**config.mk**
```make
export PLATFORM = sky130hd
export DESIGN_NAME = alu_ex_stage_p
export DESIGN_NICKNAME = d
export VERILOG_FILES = /design/src/rtl/alu_ex_stage_p.sv
export SDC_FILE = /design/constraint.sdc
export NUM_CORES = 1
export LEC_CHECK = 0
export CORE_MARGIN = 3
export CORE_UTILIZATION = 54
export DETAILED_ROUTE_END_ITERATION = 8
export PLACE_DENSITY = 0.88
export SETUP_SLACK_MARGIN = 0.15
export SLEW_MARGIN = 15
export SYNTH_ARGS = -nofsm -noshare
export SYNTH_HDL_FRONTEND = slang
export SYNTH_SLANG_ARGS = --single-unit
```
**constraint.sdc**
```tcl
create_clock -name clk -period 4.1 [get_ports clk]
set_input_delay 0.82 -clock clk [delete_from_list [all_inputs] [get_ports clk]]
set_output_delay 0.82 -clock clk [all_outputs]
set_load 0.01 [all_outputs]
```
**src/rtl/alu_ex_stage_p.sv**
```systemverilog
// alu_ex_stage_p: execute-stage ALU with registered result/flags and an iterative shift-add multiplier
module alu_ex_stage_p #(
  parameter int WIDTH = 16,
  localparam int SHW = $clog2(WIDTH)
) (
  input  logic             clk,
  input  logic             reset,
  input  logic             in_valid,
  output logic             in_ready,
  input  logic [5:0]       op_dec,
  input  logic [WIDTH-1:0] A,
  input  logic [WIDTH-1:0] B,
  input  logic [WIDTH-1:0] data_in,
  output logic             out_valid,
  output logic [WIDTH-1:0] ans_ex,
  output logic [3:0]       flag_ex,
  output logic [WIDTH-1:0] data_out,
  output logic [WIDTH-1:0] DM_data,
  output logic             busy
);
  localparam logic [5:0] OP_OUT = 6'b010111;
  localparam logic [5:0] OP_MUL = 6'b100000;
  typedef enum logic {IDLE, MULS} state_t;
  state_t state, state_n;
  logic [2*WIDTH-1:0] ma, acc, acc_n;
  logic [WIDTH-1:0] mb, res;
  logic [SHW-1:0] cnt, sh;
  logic [WIDTH:0] add_s, sub_s;
  logic [3:0] flg, mflg;
  logic take, ld_ans, logic_f, last;
  assign busy = state == MULS;
  assign in_ready = ~busy;
  assign take = in_valid && in_ready;
  assign last = busy && cnt == SHW'(WIDTH-1);
  assign sh = B[SHW-1:0];
  assign add_s = {1'b0, A} + {1'b0, B};
  assign sub_s = {1'b0, A} + {1'b0, ~B} + 1'b1;
  // one multiplier bit per cycle, LSB first, into a double-width accumulator
  assign acc_n = acc + (mb[0] ? ma : '0);
  assign mflg = {acc_n[WIDTH-1], 1'b0, |acc_n[2*WIDTH-1:WIDTH], ~|acc_n[WIDTH-1:0]};
  always_ff @(posedge clk)
    if (reset) state <= IDLE;
    else state <= state_n;
  always_comb begin
    state_n = state;
    if (state == IDLE) state_n = (take && op_dec == OP_MUL) ? MULS : IDLE;
    else state_n = last ? IDLE : MULS;
  end
  always_comb begin
    res = '0;
    flg = flag_ex;
    ld_ans = 1'b1;
    logic_f = 1'b0;
    case (op_dec)
      6'b000000: begin
        res = add_s[WIDTH-1:0];
        flg = {add_s[WIDTH-1], add_s[WIDTH], (A[WIDTH-1] == B[WIDTH-1]) && (add_s[WIDTH-1] != A[WIDTH-1]), ~|add_s[WIDTH-1:0]};
      end
      6'b000001: begin
        res = sub_s[WIDTH-1:0];
        flg = {sub_s[WIDTH-1], sub_s[WIDTH], (A[WIDTH-1] != B[WIDTH-1]) && (sub_s[WIDTH-1] != A[WIDTH-1]), ~|sub_s[WIDTH-1:0]};
      end
      6'b000010: begin res = B; logic_f = 1'b1; end
      6'b000100: begin res = A & B; logic_f = 1'b1; end
      6'b000101: begin res = A | B; logic_f = 1'b1; end
      6'b000110: begin res = A ^ B; logic_f = 1'b1; end
      6'b000111: begin res = ~B; logic_f = 1'b1; end
      6'b010110: res = data_in;
      6'b011001: begin res = A << sh; logic_f = 1'b1; end
      6'b011010: begin res = A >> sh; logic_f = 1'b1; end
      6'b011011: begin res = $signed(A) >>> sh; logic_f = 1'b1; end
      OP_OUT, 6'b011100, OP_MUL: ld_ans = 1'b0;
      default: ;
    endcase
    if (logic_f) flg = {res[WIDTH-1], 2'b00, ~|res};
  end
  always_ff @(posedge clk)
    if (reset) begin
      out_valid <= 1'b0;
      ans_ex <= '0;
      flag_ex <= '0;
      data_out <= '0;
      DM_data <= '0;
      ma <= '0;
      mb <= '0;
      acc <= '0;
      cnt <= '0;
    end else begin
      out_valid <= 1'b0;
      if (busy) begin
        acc <= acc_n;
        ma <= ma << 1;
        mb <= mb >> 1;
        cnt <= cnt + 1'b1;
        if (last) begin
          ans_ex <= acc_n[WIDTH-1:0];
          flag_ex <= mflg;
          out_valid <= 1'b1;
        end
      end else if (take) begin
        DM_data <= B;
        if (op_dec == OP_MUL) begin
          ma <= {{WIDTH{1'b0}}, A};
          mb <= B;
          acc <= '0;
          cnt <= '0;
        end else begin
          out_valid <= 1'b1;
          flag_ex <= flg;
          if (ld_ans) ans_ex <= res;
          if (op_dec == OP_OUT) data_out <= A;
        end
      end
    end
endmodule

```
Word level (Yosys, flattened, before mapping) --
Cells that the tools add are included. W data, S select, Z words.
Cells by class: add/sub/neg operators 5, multiplexer cells 33, shifts and indexed selects 3, reduce and logical (&&, ||, !) cells 27, bitwise logic cells 6, divide/modulo/power cells 0, equal/unequal tests 21, $lt $le $gt $ge 0, $mul 0
Operator list (number):
- $mux W32 | 7
- $pmux W16 S11 | 1
- $mux W16 | 5
- $reduce_or A16 Y1 | 5
- $mux W15 | 3
- $eq A6 B5 Y1 const B | 6
- $add A16 B16 Y17 | 2
- $add A32 B32 Y32 | 1
- $mux W4 | 8
- $eq A6 B3 Y1 const B | 4
- $add A17 B1 Y17 const B | 1
- $and A16 B16 Y16 | 1
- $not A16 Y16 | 1
- $or A16 B16 Y16 | 1
- $shl A16 B4 Y16 | 1
- $shr A16 B4 Y16 | 1
- $sshr A16 B4 Y16 | 1
- $xor A16 B16 Y16 | 1
- $reduce_and A4 Y1 | 3
- $mux W1 | 8
- $pmux W4 S2 | 1
- $reduce_or A8 Y1 | 1
- $eq A6 B1 Y1 const B | 1
- $eq A6 B2 Y1 const B | 1
- 16 further kinds | 30
Word-level totals: logic and storage cells 107, bits of input ports 57, bits in read-only memories 0, bits in latches 0, output and inout port bits 55, bits in writable memories 0, memories kept 0, bits in registers 138

Logic depth before layout (Yosys ltp) --
Gate-level depths: netlist (run 1).
depth in word-level cells 10, depth in mapped cells 16, gate-level depth less buffers 13

Least setup slack after synthesis (run 1) --
OpenSTA, ideal clock, no wires.
path kind input-to-reg, from input B[2], to register flag_ex[0], path buffers 4, data arrival time 4312 ps, setup slack -308 ps, data required time 4004 ps, setup time 96 ps, cell stages on the path 16, cell sequence buf_2 -> inv_1 -> clkbuf_1 -> clkbuf_1 -> ha_1 -> buf_2 -> and3_1 -> a2111oi_0 -> nor2_1 -> a311oi_1 -> a31oi_1 -> nor2_1 -> o2111ai_1 -> nor4_1 -> nand4_1 -> o41ai_2
Between the ends: longest elaborated chain between the ends 10, elaborated cells on any way between the ends 22, those cells by class add/sub: 3; shift: 3; mux: 6; bitwise: 4; reduce/logical: 6
Ends and longest elaborated chain:
- start, declared | RTL line 12 | input logic [WIDTH-1:0] B,
- $not A16 Y16 | RTL line 37, 67
- $add A16 B16 Y17 | RTL line 37 | assign sub_s = {1'b0, A} + {1'b0, ~B} + 1'b1;
- $add A17 B1 Y17 | RTL line 37
- $pmux W16 S11 / $reduce_or A16 Y1 (equally long branches) | RTL line 54, 61
- $reduce_or A16 Y1 / $logic_not A1 Y1 (equally long branches) | RTL line 75, 61
- $logic_not A1 Y1 / $pmux W4 S2 (equally long branches) | RTL line 75, 54
- $mux W4 (*) | RTL line 75 | if (logic_f) flg = {res[WIDTH-1], 2'b00, ~|res};
- $mux W4 (*) | RTL line 102 | if (op_dec == OP_MUL) begin
- $mux W4 (*) | RTL line 100 | end else if (take) begin
- $mux W4 (*) | RTL line 90 | if (busy) begin
- end signal, assigned | RTL line 97 | flag_ex <= mflg;
- end signal, assigned | RTL line 109 | flag_ex <= flg;
- end, declared | RTL line 16 | output logic [3:0] flag_ex,
Mark *: on every way between the ends. The rest lies on a longest branch, timed or not. The select of a mux whose other input is x is not followed. A chain may end at the register's enable or synchronous reset.

Final worst setup path (run 1) --
from input A[7], to register flag_ex[0]
Between the ends: longest elaborated chain between the ends 9, elaborated cells on any way between the ends 21, those cells by class add/sub: 3; shift: 3; mux: 6; bitwise: 3; reduce/logical: 6
Ends and longest elaborated chain:
- start, declared | RTL line 11 | input logic [WIDTH-1:0] A,
- $add A16 B16 Y17 | RTL line 37
- $add A17 B1 Y17 | RTL line 37
- $pmux W16 S11 / $reduce_or A16 Y1 (equally long branches) | RTL line 54, 61
- $reduce_or A16 Y1 / $logic_not A1 Y1 (equally long branches) | RTL line 75, 61
- $logic_not A1 Y1 / $pmux W4 S2 (equally long branches) | RTL line 75, 54
- $mux W4 (*) | RTL line 75
- $mux W4 (*) | RTL line 102
- $mux W4 (*) | RTL line 100
- $mux W4 (*) | RTL line 90
Marks and branches as above.

==> summary.md, run 1 <==
| Metric | Value |
|---|---|
| Result of the run | completed |
| Detailed route wirelength on metal3 | 6580 µm |
| Top cell type's share of synthesized area | 23.0% |
| TritonCTS sink count | 138 |
| Ordered list of cells on the worst path | clkdlybuf4s50_1 -> buf_4 -> inv_1 -> ha_1 -> buf_4 -> inv_1 -> buf_4 -> nor3_1 -> a2111oi_0 -> o2111ai_1 -> nor4_1 -> nand4_1 -> nor4b_1 -> o31ai_1 -> o41ai_2 |
| Vias per Instance | 6.71 |
| Fin crit share | 93.9% |
| Syn Inst Count | 1,559 |
| Initial cell density of the core | 56.1% |
| Max Cap Violations | 0 |
| Via Count | 14.1k |
| Largest driver fanout on the critical path | 5 |
| Slowest cell on the critical path | a2111oi_0 |
| Number of inserted filler cells in the final layout | 1,634 |
| Arrival time worst endpoint | 4180 ps |
| Minimum period implied by the final worst setup slack | 3850 ps |
| Final max-slew violation count | 0 |
| Sum of overflow across all layers after global routing | 0 |
| Post-placement cell count | 2,075 |
| Via count of the first global-routing pass | 13.3k |
| Deepest level of the CTS H-tree | 4 |
| Root buffer cell | clkbuf_16 |
| Worst hold path class | flop to flop |
| Overall die area | 0.0241 mm² |
| Share of final-layout standard cells stronger than drive strength 1 | 21.6% |
| Maximum operating frequency | 0.260 GHz |
| Area used by multi-input combinational logic | 0.00866 mm² |
| Clock latency on the worst-skew pair | 440 ps |
| Largest net degree at the start of global routing | 69 |
| Layout Skew | 13.7 ps |
| Most numerous cell types in the synthesized netlist | 181 x nand2_1, 160 x nor2_1, 138 x a21oi_1, 138 x dfxtp_1, 103 x clkbuf_1 |
| Critical path class | input port to flop |
| CTS clk-pin slew, worst paths | 70 ps |
| Leakage power of the design | 6.61 nW |
| Routability congestion estimate from global placement | 1.10 |
| Met1 Routed Length | 20,500 µm |
| Hold Worst Slack | 456 ps |
| CP Data Required Time | 4430 ps |
| Type of origin of the critical path | input port |
| Detailed-placement wirelength estimate | 39,200 µm |
| Total inserted antenna cells | 0 |
| Uppermost routed layer | met5 |
| Wire length on met2 | 21,900 µm |
| Largest area contributor in the synthesized netlist | dfxtp_1 |
| Cell Rows | 53 |
| Die span in x | 155 µm |
| Number of port buffers | 111 |
| Sequential-to-total area share from yosys stat | 23.0% |
| Delay of the slowest cell on the worst path | 570 ps |
| Final setup violation count | 0 |
| Share of flip-flops with an asynchronous set or reset | 0% |
| Initial DRT Pass Iterations | 7 |
| Endpoint type of the worst setup path | flop |
| Register bit total from synthesis | 138 |
| Synthesis warning total | 0 |
| Total GRT Usage | 41.5% |
| Post-detailed-route count of antenna-violating nets | 0 |
| I/O Pins | 112 |
| Number of antenna violations at the first check in global routing | 1 |
| Number of distinct standard cells referenced by the synthesized netlist | 89 |
| Core occupancy in the finished layout | 74.0% |
| Transition time of the tightest slew-check pin | 1220 ps |
| Clock tree from TritonCTS | yes |
| Worst slack at placement | -376 ps |
| Hold-fix buffer count after cts | 0 |
| Worst rel slew slack | 16.4% |
| Per-cell routed wire length | 24.4 µm |
| Number of nets in the synthesized netlist | 1,703 |
| Iteration-0 DRC count of the detailed router | 1,951 |
| # DRC | 0 |
| Maximum buffer depth of the clock tree | 2 |
| Syn Std Cell Area | 0.0120 mm² |
| Reg area | 0.00277 mm² |
| Unrepaired setup endpoints after global routing | false |
| Final-report hold violation count | 0 |
| Most repeated cell in the gate-level netlist after synthesis | nand2_1 |
| Most used cell, CP | buf_4 |
| Layout-stage area growth over the synthesis result | 32.0% |
| Fin cells | 2,109 |
| Number of enable flip-flop cells after synthesis | 0 |
| Prevailing post-synth register cell | dfxtp_1 |
| TritonCTS Buffers | 17 |
| Power per Cell Area | 260 mW/mm² |
| Worst vdd rail ir drop | 0.248 mV |
| Area of the core | 0.0214 mm² |
| Mean cell area of the mapped netlist | 7.70 µm² |
| Design Power | 4.12 mW |
| Worst Setup Slack, final | 251 ps |
| Number of nets in the final layout | 1,965 |
| Wire length of the first global-routing pass | 78,200 µm |
| Total wire length after detailed routing | 51,400 µm |
| Main area contributors after synthesis | dfxtp_1 23%, ha_1 8.8%, a21oi_1 5.8% |
| Height of the chip | 155 µm |
-- final timing paths --
kind | from | end | slack, ps | cells past startpoint
worst max-delay path | A[7] | flag_ex[0] | 250 | 15
worst max register to register | mb[0] | flag_ex[0] | 270 | 13
worst min register to register | ans_ex[6] | ans_ex[6] | 460 | 2
worst min-delay path | ans_ex[6] | ans_ex[6] | 460 | 2
-- cells by family after synthesis --
| family | synth area share (%) |
|---|---|
| AO/OA/AOI/OAI | 27.9 |
| XOR/XNOR | 3.28 |
| adder cells (fa/ha/maj) | 9.25 |
| buffers and inverters | 6.69 |
| flip-flops | 23.0 |
| multiplexers | 8.20 |
| AND/OR/NAND/NOR | 21.6 |
-- registers in the layout, indices dropped and copies added (netlist names) --
register / count
DM_data: 16
acc: 32
ans_ex: 16
busy: 1
cnt: 4
data_out: 16
flag_ex: 4
ma: 32
mb: 16
out_valid: 1
-- where the power goes --
part           internal [mW]  switching, mW  leakage (nW)  total, mW
clock                  0.830          0.740         0.299       1.57
sequential              1.36         0.0173          1.12       1.38
combinational          0.536          0.637          5.19       1.17
total                   2.73           1.39          6.61       4.12
-- metal layers --
metal,vias up,GRT usage [%]
met5,-,0
met4,2,16.3
li1,6296,-
met2,1014,62.3
met1,6674,56.8
met3,160,11.1
-- repair_timing --
item | CTS | global route
setup endpoints to repair | 2 | 11
resized for setup | 6 | 42
gates cloned | 0 | 0
setup buffers | 0 | 1
pin swaps | 1 | 7
-- worst max-delay path: cells and delay by family --
family	cells	cell delay [ps]
fa+ha+maj	1	370
buf+inv	6	1110
compound gates	4	960
simple gates	4	920
-- layout by cell type (no fill, tap or decap), types with 14 or more instances in the layout --
master	instances
buf_4	252
nand2_1	181
nor2_1	160
dfxtp_1	136
a21oi_1	132
clkdlybuf4s50_1	105
ha_1	79
inv_1	69
o21ai_0	45
and2_1	40
a22oi_1	39
nor3_1	33
xnor2_1	31
a221oi_1	26
nand3_1	26
mux4_2	25
nand4_1	21
mux2i_1	20
o21bai_1	18
o211ai_1	18
clkbuf_16	17
a222oi_1	16
nand2b_1	14
a31oi_1	14
xor2_1	14
-- through the flow --
stage | setup TNS, ps | cell area [µm²]
global route | 0 | 15800
floorplan | 0 | 12000
finish | 0 | 15800
global placement | -1320 | 15000
CTS | 0 | 15600
detailed placement | -1990 | 15000
-- area by class of cell --
cell class	instances	share of cell area, %
multi-input cells	1219	54.7
repair buffers	372	20.1
flip-flops and latches	138	17.5
clock buffers	17	2.68
well taps	275	2.17
inverters	73	1.73
clock inverters	15	1.19
(Power assumes the default switching activity.)
==> run 2: changes to the inputs <==
--- a/config.mk
+++ b/config.mk
@@ -6,9 +6,9 @@
 export NUM_CORES = 1
 export LEC_CHECK = 0
 export CORE_MARGIN = 3
-export CORE_UTILIZATION = 54
+export CORE_UTILIZATION = 45
 export DETAILED_ROUTE_END_ITERATION = 8
-export PLACE_DENSITY = 0.88
+export PLACE_DENSITY = 0.77
 export SETUP_SLACK_MARGIN = 0.15
 export SLEW_MARGIN = 15
 export SYNTH_ARGS = -nofsm -noshare
==> summary.md, run 2 (synthesis gave the netlist of run 1 again) <==
| Metric | Value |
|---|---|
| Reg area | 0.00277 mm² |
| Largest driver fanout on the critical path | 4 |
| Sum of overflow across all layers after global routing | 0 |
| Iteration-0 DRC count of the detailed router | 2,042 |
| Routability congestion estimate from global placement | 1.04 |
| Worst vdd rail ir drop | 0.204 mV |
| TritonCTS sink count | 138 |
| Endpoint type of the worst setup path | flop |
| Layout-stage area growth over the synthesis result | 32.3% |
| Most common cell after layout, fill and taps aside | buf_4 |
| Area used by multi-input combinational logic | 0.00863 mm² |
| Minimum period implied by the final worst setup slack | 3880 ps |
| # DRC | 2 |
| Via Count | 14.0k |
| Total inserted antenna cells | 0 |
| Critical path class | input port to flop |
| Per-cell routed wire length | 23.2 µm |
| Vias per Instance | 6.42 |
| Failing checks | design-rule violations |
| Area of the core | 0.0261 mm² |
| Total GRT Usage | 34.3% |
| Cell Rows | 59 |
| Arrival time worst endpoint | 4210 ps |
| Die span in x | 169 µm |
| TritonCTS Buffers | 17 |
| Worst hold path class | flop to flop |
| Final max-slew violation count | 0 |
| Fin cells | 2,179 |
| Deepest level of the CTS H-tree | 4 |
| Total wire length after detailed routing | 50,600 µm |
| Initial cell density of the core | 45.9% |
| Largest registers | acc x32, ma x32 |
| Post-detailed-route count of antenna-violating nets | 0 |
| Number of antenna violations at the first check in global routing | 2 |
| CTS clk-pin slew, worst paths | 60 ps |
| Clock tree from TritonCTS | yes |
| Fin crit share | 94.6% |
| Number of port buffers | 111 |
| Final-report hold violation count | 0 |
| Maximum buffer depth of the clock tree | 2 |
| Wire length of the first global-routing pass | 76,600 µm |
| Max Cap Violations | 0 |
| Final setup violation count | 0 |
| Root buffer cell | clkbuf_16 |
| Layout Skew | 11.8 ps |
| Overall die area | 0.0287 mm² |
| Hold Worst Slack | 448 ps |
| Number of nets in the final layout | 1,975 |
| Maximum operating frequency | 0.258 GHz |
| Commonest cells after routing, fill and taps aside | 266 x buf_4, 181 x nand2_1, 160 x nor2_1, 136 x dfxtp_1, 135 x a21oi_1 |
| Hold-fix buffer count after cts | 0 |
| Post-placement cell count | 2,146 |
| Clock latency on the worst-skew pair | 430 ps |
| CP Data Required Time | 4430 ps |
| Via count of the first global-routing pass | 13.1k |
| Transition time of the tightest slew-check pin | 1020 ps |
| Result of the run | complete, but fails checks |
| Largest net degree at the start of global routing | 83 |
| Share of final-layout standard cells stronger than drive strength 1 | 21.6% |
| Height of the chip | 169 µm |
| Worst rel slew slack | 31.2% |
| Power per Cell Area | 257 mW/mm² |
| Initial DRT Pass Iterations | 9 |
| I/O Pins | 112 |
| Leakage power of the design | 6.60 nW |
| Unrepaired setup endpoints after global routing | true |
| Type of origin of the critical path | input port |
| Number of inserted filler cells in the final layout | 2,370 |
| Detailed-placement wirelength estimate | 39,600 µm |
run 2: cell count changes in the layout (fill, tap and decap cells not counted), moves of 3 or more:
| cell | delta |
|---|---|
| inv_6 | +3 |
| a2111oi_1 | +3 |
| a2111oi_2 | -3 |
| clkinv_8 | -6 |
| clkinvlp_4 | +3 |
| a21oi_1 | +3 |
| inv_8 | -4 |
| buf_4 | +14 |
run 2: through the flow:
step           util [%]  TNS (ps)  total power [mW]  worst slack (ps)  cell area, µm²
6_report           60.8         0              4.08               222           15900
2_1_floorplan         -         0              1.96               188           12000
3_3_place_gp       57.9     -1290              2.52              -306           15100
5_1_grt            60.8         0              4.21               135           15900
4_1_cts            60.2         0              4.04               152           15700
3_5_place_dp       57.9     -1960              2.53              -359           15100
run 2: final timing paths:
path | endpoint | slack (ps) | start | cells after the start
setup / recovery | flag_ex[0] | 220 | A[1] | 13
hold / removal | ans_ex[8] | 450 | ans_ex[8] | 2
setup reg to reg | flag_ex[1] | 280 | mb[0] | 14
hold reg to reg | ans_ex[8] | 450 | ans_ex[8] | 2
run 2: worst max-delay path, stage by stage:
cell and delay, ps:
clkdlybuf4s50_1 570, inv_1 110, ha_1 370, nor2_1 90, o311a_1 340, o221a_2 310, a221oi_2 310, o22a_1 190
a21oi_1 130, a2111oi_2 360, buf_4 180, nand4_1 120, o41ai_2 290
run 2: where the power goes:
part	internal [mW]	leakage [nW]	switching [mW]
Sequential	1.36	1.12	0.0156
Combinational	0.541	5.20	0.635
Clock	0.858	0.278	0.664
run 2: repair_timing:
item / in CTS / in global routing
pin swaps: 0 / 7
cloned: 0 / 0
gates resized for setup: 7 / 29
hold endpoints to repair: 0 / 0
setup endpoints to repair: 2 / 10
setup buffers: 0 / 0
run 2: metal layers:
| layer | share of wire [%] | GRT usage (%) |
|---|---|---|
| met1 | 42 | 48.0 |
| met2 | 43 | 52.0 |
| met3 | 11 | 7.15 |
| met4 | 4.5 | 13.3 |
| met5 | 0.055 | 0 |
run 2: layout make-up:
cell class,count,area share [%]
Multi-Input combinational cell,1219,54.3
Timing Repair Buffer,382,20.3
Sequential cell,138,17.4
Clock buffer,20,3.01
Tap cell,335,2.64
Inverter,73,1.72
Clock inverter,12,0.630
==> run 3: changes to the inputs <==
--- a/config.mk
+++ b/config.mk
@@ -9,7 +9,6 @@
 export CORE_UTILIZATION = 45
 export DETAILED_ROUTE_END_ITERATION = 8
 export PLACE_DENSITY = 0.77
-export SETUP_SLACK_MARGIN = 0.15
 export SLEW_MARGIN = 15
 export SYNTH_ARGS = -nofsm -noshare
 export SYNTH_HDL_FRONTEND = slang
==> summary.md, run 3 (synthesis gave the netlist of run 1 again) <==
| Metric | Value |
|---|---|
| TritonCTS sink count | 138 |
| Cell Rows | 59 |
| Final max-slew violation count | 0 |
| I/O Pins | 112 |
| Final setup violation count | 0 |
| Via count of the first global-routing pass | 13.2k |
| Share of final-layout standard cells stronger than drive strength 1 | 20.7% |
| CP Data Required Time | 4440 ps |
| Area of the core | 0.0261 mm² |
| Slowest cell on the critical path | clkdlybuf4s50_1 |
| Number of port buffers | 111 |
| Final-report hold violation count | 0 |
| Total GRT Usage | 35.5% |
| Via Count | 13.9k |
| Layout Skew | 18.9 ps |
| Unrepaired setup endpoints after global routing | true |
| Iteration-0 DRC count of the detailed router | 1,846 |
| Clock tree from TritonCTS | yes |
| Power per Cell Area | 263 mW/mm² |
| TritonCTS Buffers | 17 |
| Number of nets in the final layout | 1,976 |
| Die span in x | 169 µm |
| Per-cell routed wire length | 24.0 µm |
| Leakage power of the design | 6.62 nW |
| Initial cell density of the core | 45.9% |
| GRT met2 Usage | 55.1% |
| Fin crit share | 96.9% |
| Clock latency on the worst-skew pair | 440 ps |
| Worst vdd rail ir drop | 0.252 mV |
| Type of origin of the critical path | input port |
| Transition time of the tightest slew-check pin | 995 ps |
| Height of the chip | 169 µm |
| Result of the run | completed |
| CTS clk-pin slew, worst paths | 70 ps |
| Critical path class | input port to flop |
| Met3 track demand over resource in global routing | 6.92% |
| M1 GR Usage | 49.4% |
| Largest driver fanout on the critical path | 4 |
| Largest net degree at the start of global routing | 140 |
| Vias per Instance | 6.38 |
| Total inserted antenna cells | 0 |
| Initial DRT Pass Iterations | 6 |
| Arrival time worst endpoint | 4310 ps |
| Final setup TNS | 0 ps |
| Worst rel slew slack | 33.5% |
| Minimum period implied by the final worst setup slack | 3970 ps |
| Endpoint type of the worst setup path | flop |
| Post-detailed-route count of antenna-violating nets | 0 |
| Commonest cells after routing, fill and taps aside | 266 x buf_4, 181 x nand2_1, 160 x nor2_1, 137 x dfxtp_1, 136 x a21oi_1 |
| Routability congestion estimate from global placement | 1.05 |
| Ordered list of cells on the worst path | clkdlybuf4s50_1 -> inv_1 -> ha_2 -> fa_1 -> o21bai_1 -> a211o_1 -> buf_4 -> a211o_1 -> a21oi_1 -> buf_4 -> nor2_1 -> nor2_1 -> o221a_2 -> o21a_1 -> inv_1 -> o41ai_2 |
| Maximum operating frequency | 0.252 GHz |
| Number of inserted filler cells in the final layout | 2,400 |
| Root buffer cell | clkbuf_16 |
| Deepest level of the CTS H-tree | 4 |
| Global routing's busiest layer | met2 |
| Number of antenna violations at the first check in global routing | 0 |
| Total wire length after detailed routing | 52,300 µm |
| Delay of the slowest cell on the worst path | 460 ps |
| Largest registers | acc x32, ma x32 |
| Sum of overflow across all layers after global routing | 0 |
| # DRC | 0 |
| Maximum buffer depth of the clock tree | 2 |
| Wire length of the first global-routing pass | 79,100 µm |
| Max Cap Violations | 0 |
| Overall die area | 0.0287 mm² |
| Worst hold path class | flop to flop |
| Most common cell after layout, fill and taps aside | buf_4 |
| Detailed-placement wirelength estimate | 41,100 µm |
| Hold Worst Slack | 454 ps |
| Layout-stage area growth over the synthesis result | 31.9% |
==> run 3: critical path: cells and delay by family <==
| family | cells | cell delay, ps |
|---|---|---|
| AO/OA/AOI/OAI | 7 | 1760 |
| adder cells (fa/ha/maj) | 2 | 480 |
| buffers and inverters | 5 | 980 |
| AND/OR/NAND/NOR | 2 | 260 |
==> run 3: layer usage <==
metal	up-vias	share of wire, %
met2	756	43
met1	6696	43
met4	0	4.0
met5	-	0
met3	119	9.6
li1	6340	-
==> run 3: timing repair <==
action	4_1_cts	5_1_grt
endpoints found under the hold margin	0	0
buffers inserted	0	0
setup endpoints to repair	1	3
pin swaps	0	1
gates resized for setup	1	15
cloned	0	0
hold buffers	0	0
==> run 3: per-stage QoR <==
| stage | area (µm²) | utilization [%] | worst slack [ps] | cells | total power [mW] |
|---|---|---|---|---|---|
| floorplan | 12000 | - | 10.1 | 1559 | 1.96 |
| global placement | 15100 | 57.9 | -504 | 2148 | 2.54 |
| detailed placement | 15100 | 57.9 | -487 | 2148 | 2.54 |
| CTS | 15800 | 60.3 | 3.49 | 2180 | 4.13 |
| global route | 15800 | 60.6 | -7.97 | 2180 | 4.29 |
| finish | 15800 | 60.6 | 126 | 2180 | 4.16 |
==> run 3: where the power goes <==
part           internal, mW  leakage [nW]  switching [mW]
Sequential             1.36          1.12          0.0164
Combinational         0.537          5.20           0.640
Clock                 0.834         0.299           0.769
==> run 3: worst paths after layout <==
check                                from          to  slack [ps]  depth (start not counted)
worst max-delay path                 A[0]  flag_ex[0]         130                         16
worst min register to register  ans_ex[6]   ans_ex[6]         450                          2
worst min-delay path            ans_ex[6]   ans_ex[6]         450                          2
worst max register to register      mb[0]  flag_ex[1]         190                         13
==> run 3: layout make-up <==
| class | count | area [µm²] | area share (%) |
|---|---|---|---|
| Clock buffer | 17 | 425 | 2.69 |
| Clock inverter | 15 | 189 | 1.19 |
| Inverter | 73 | 274 | 1.73 |
| Multi-Input combinational cell | 1219 | 8540 | 53.9 |
| Sequential cell | 138 | 2770 | 17.5 |
| Tap cell | 335 | 419 | 2.65 |
| Timing Repair Buffer | 383 | 3220 | 20.3 |
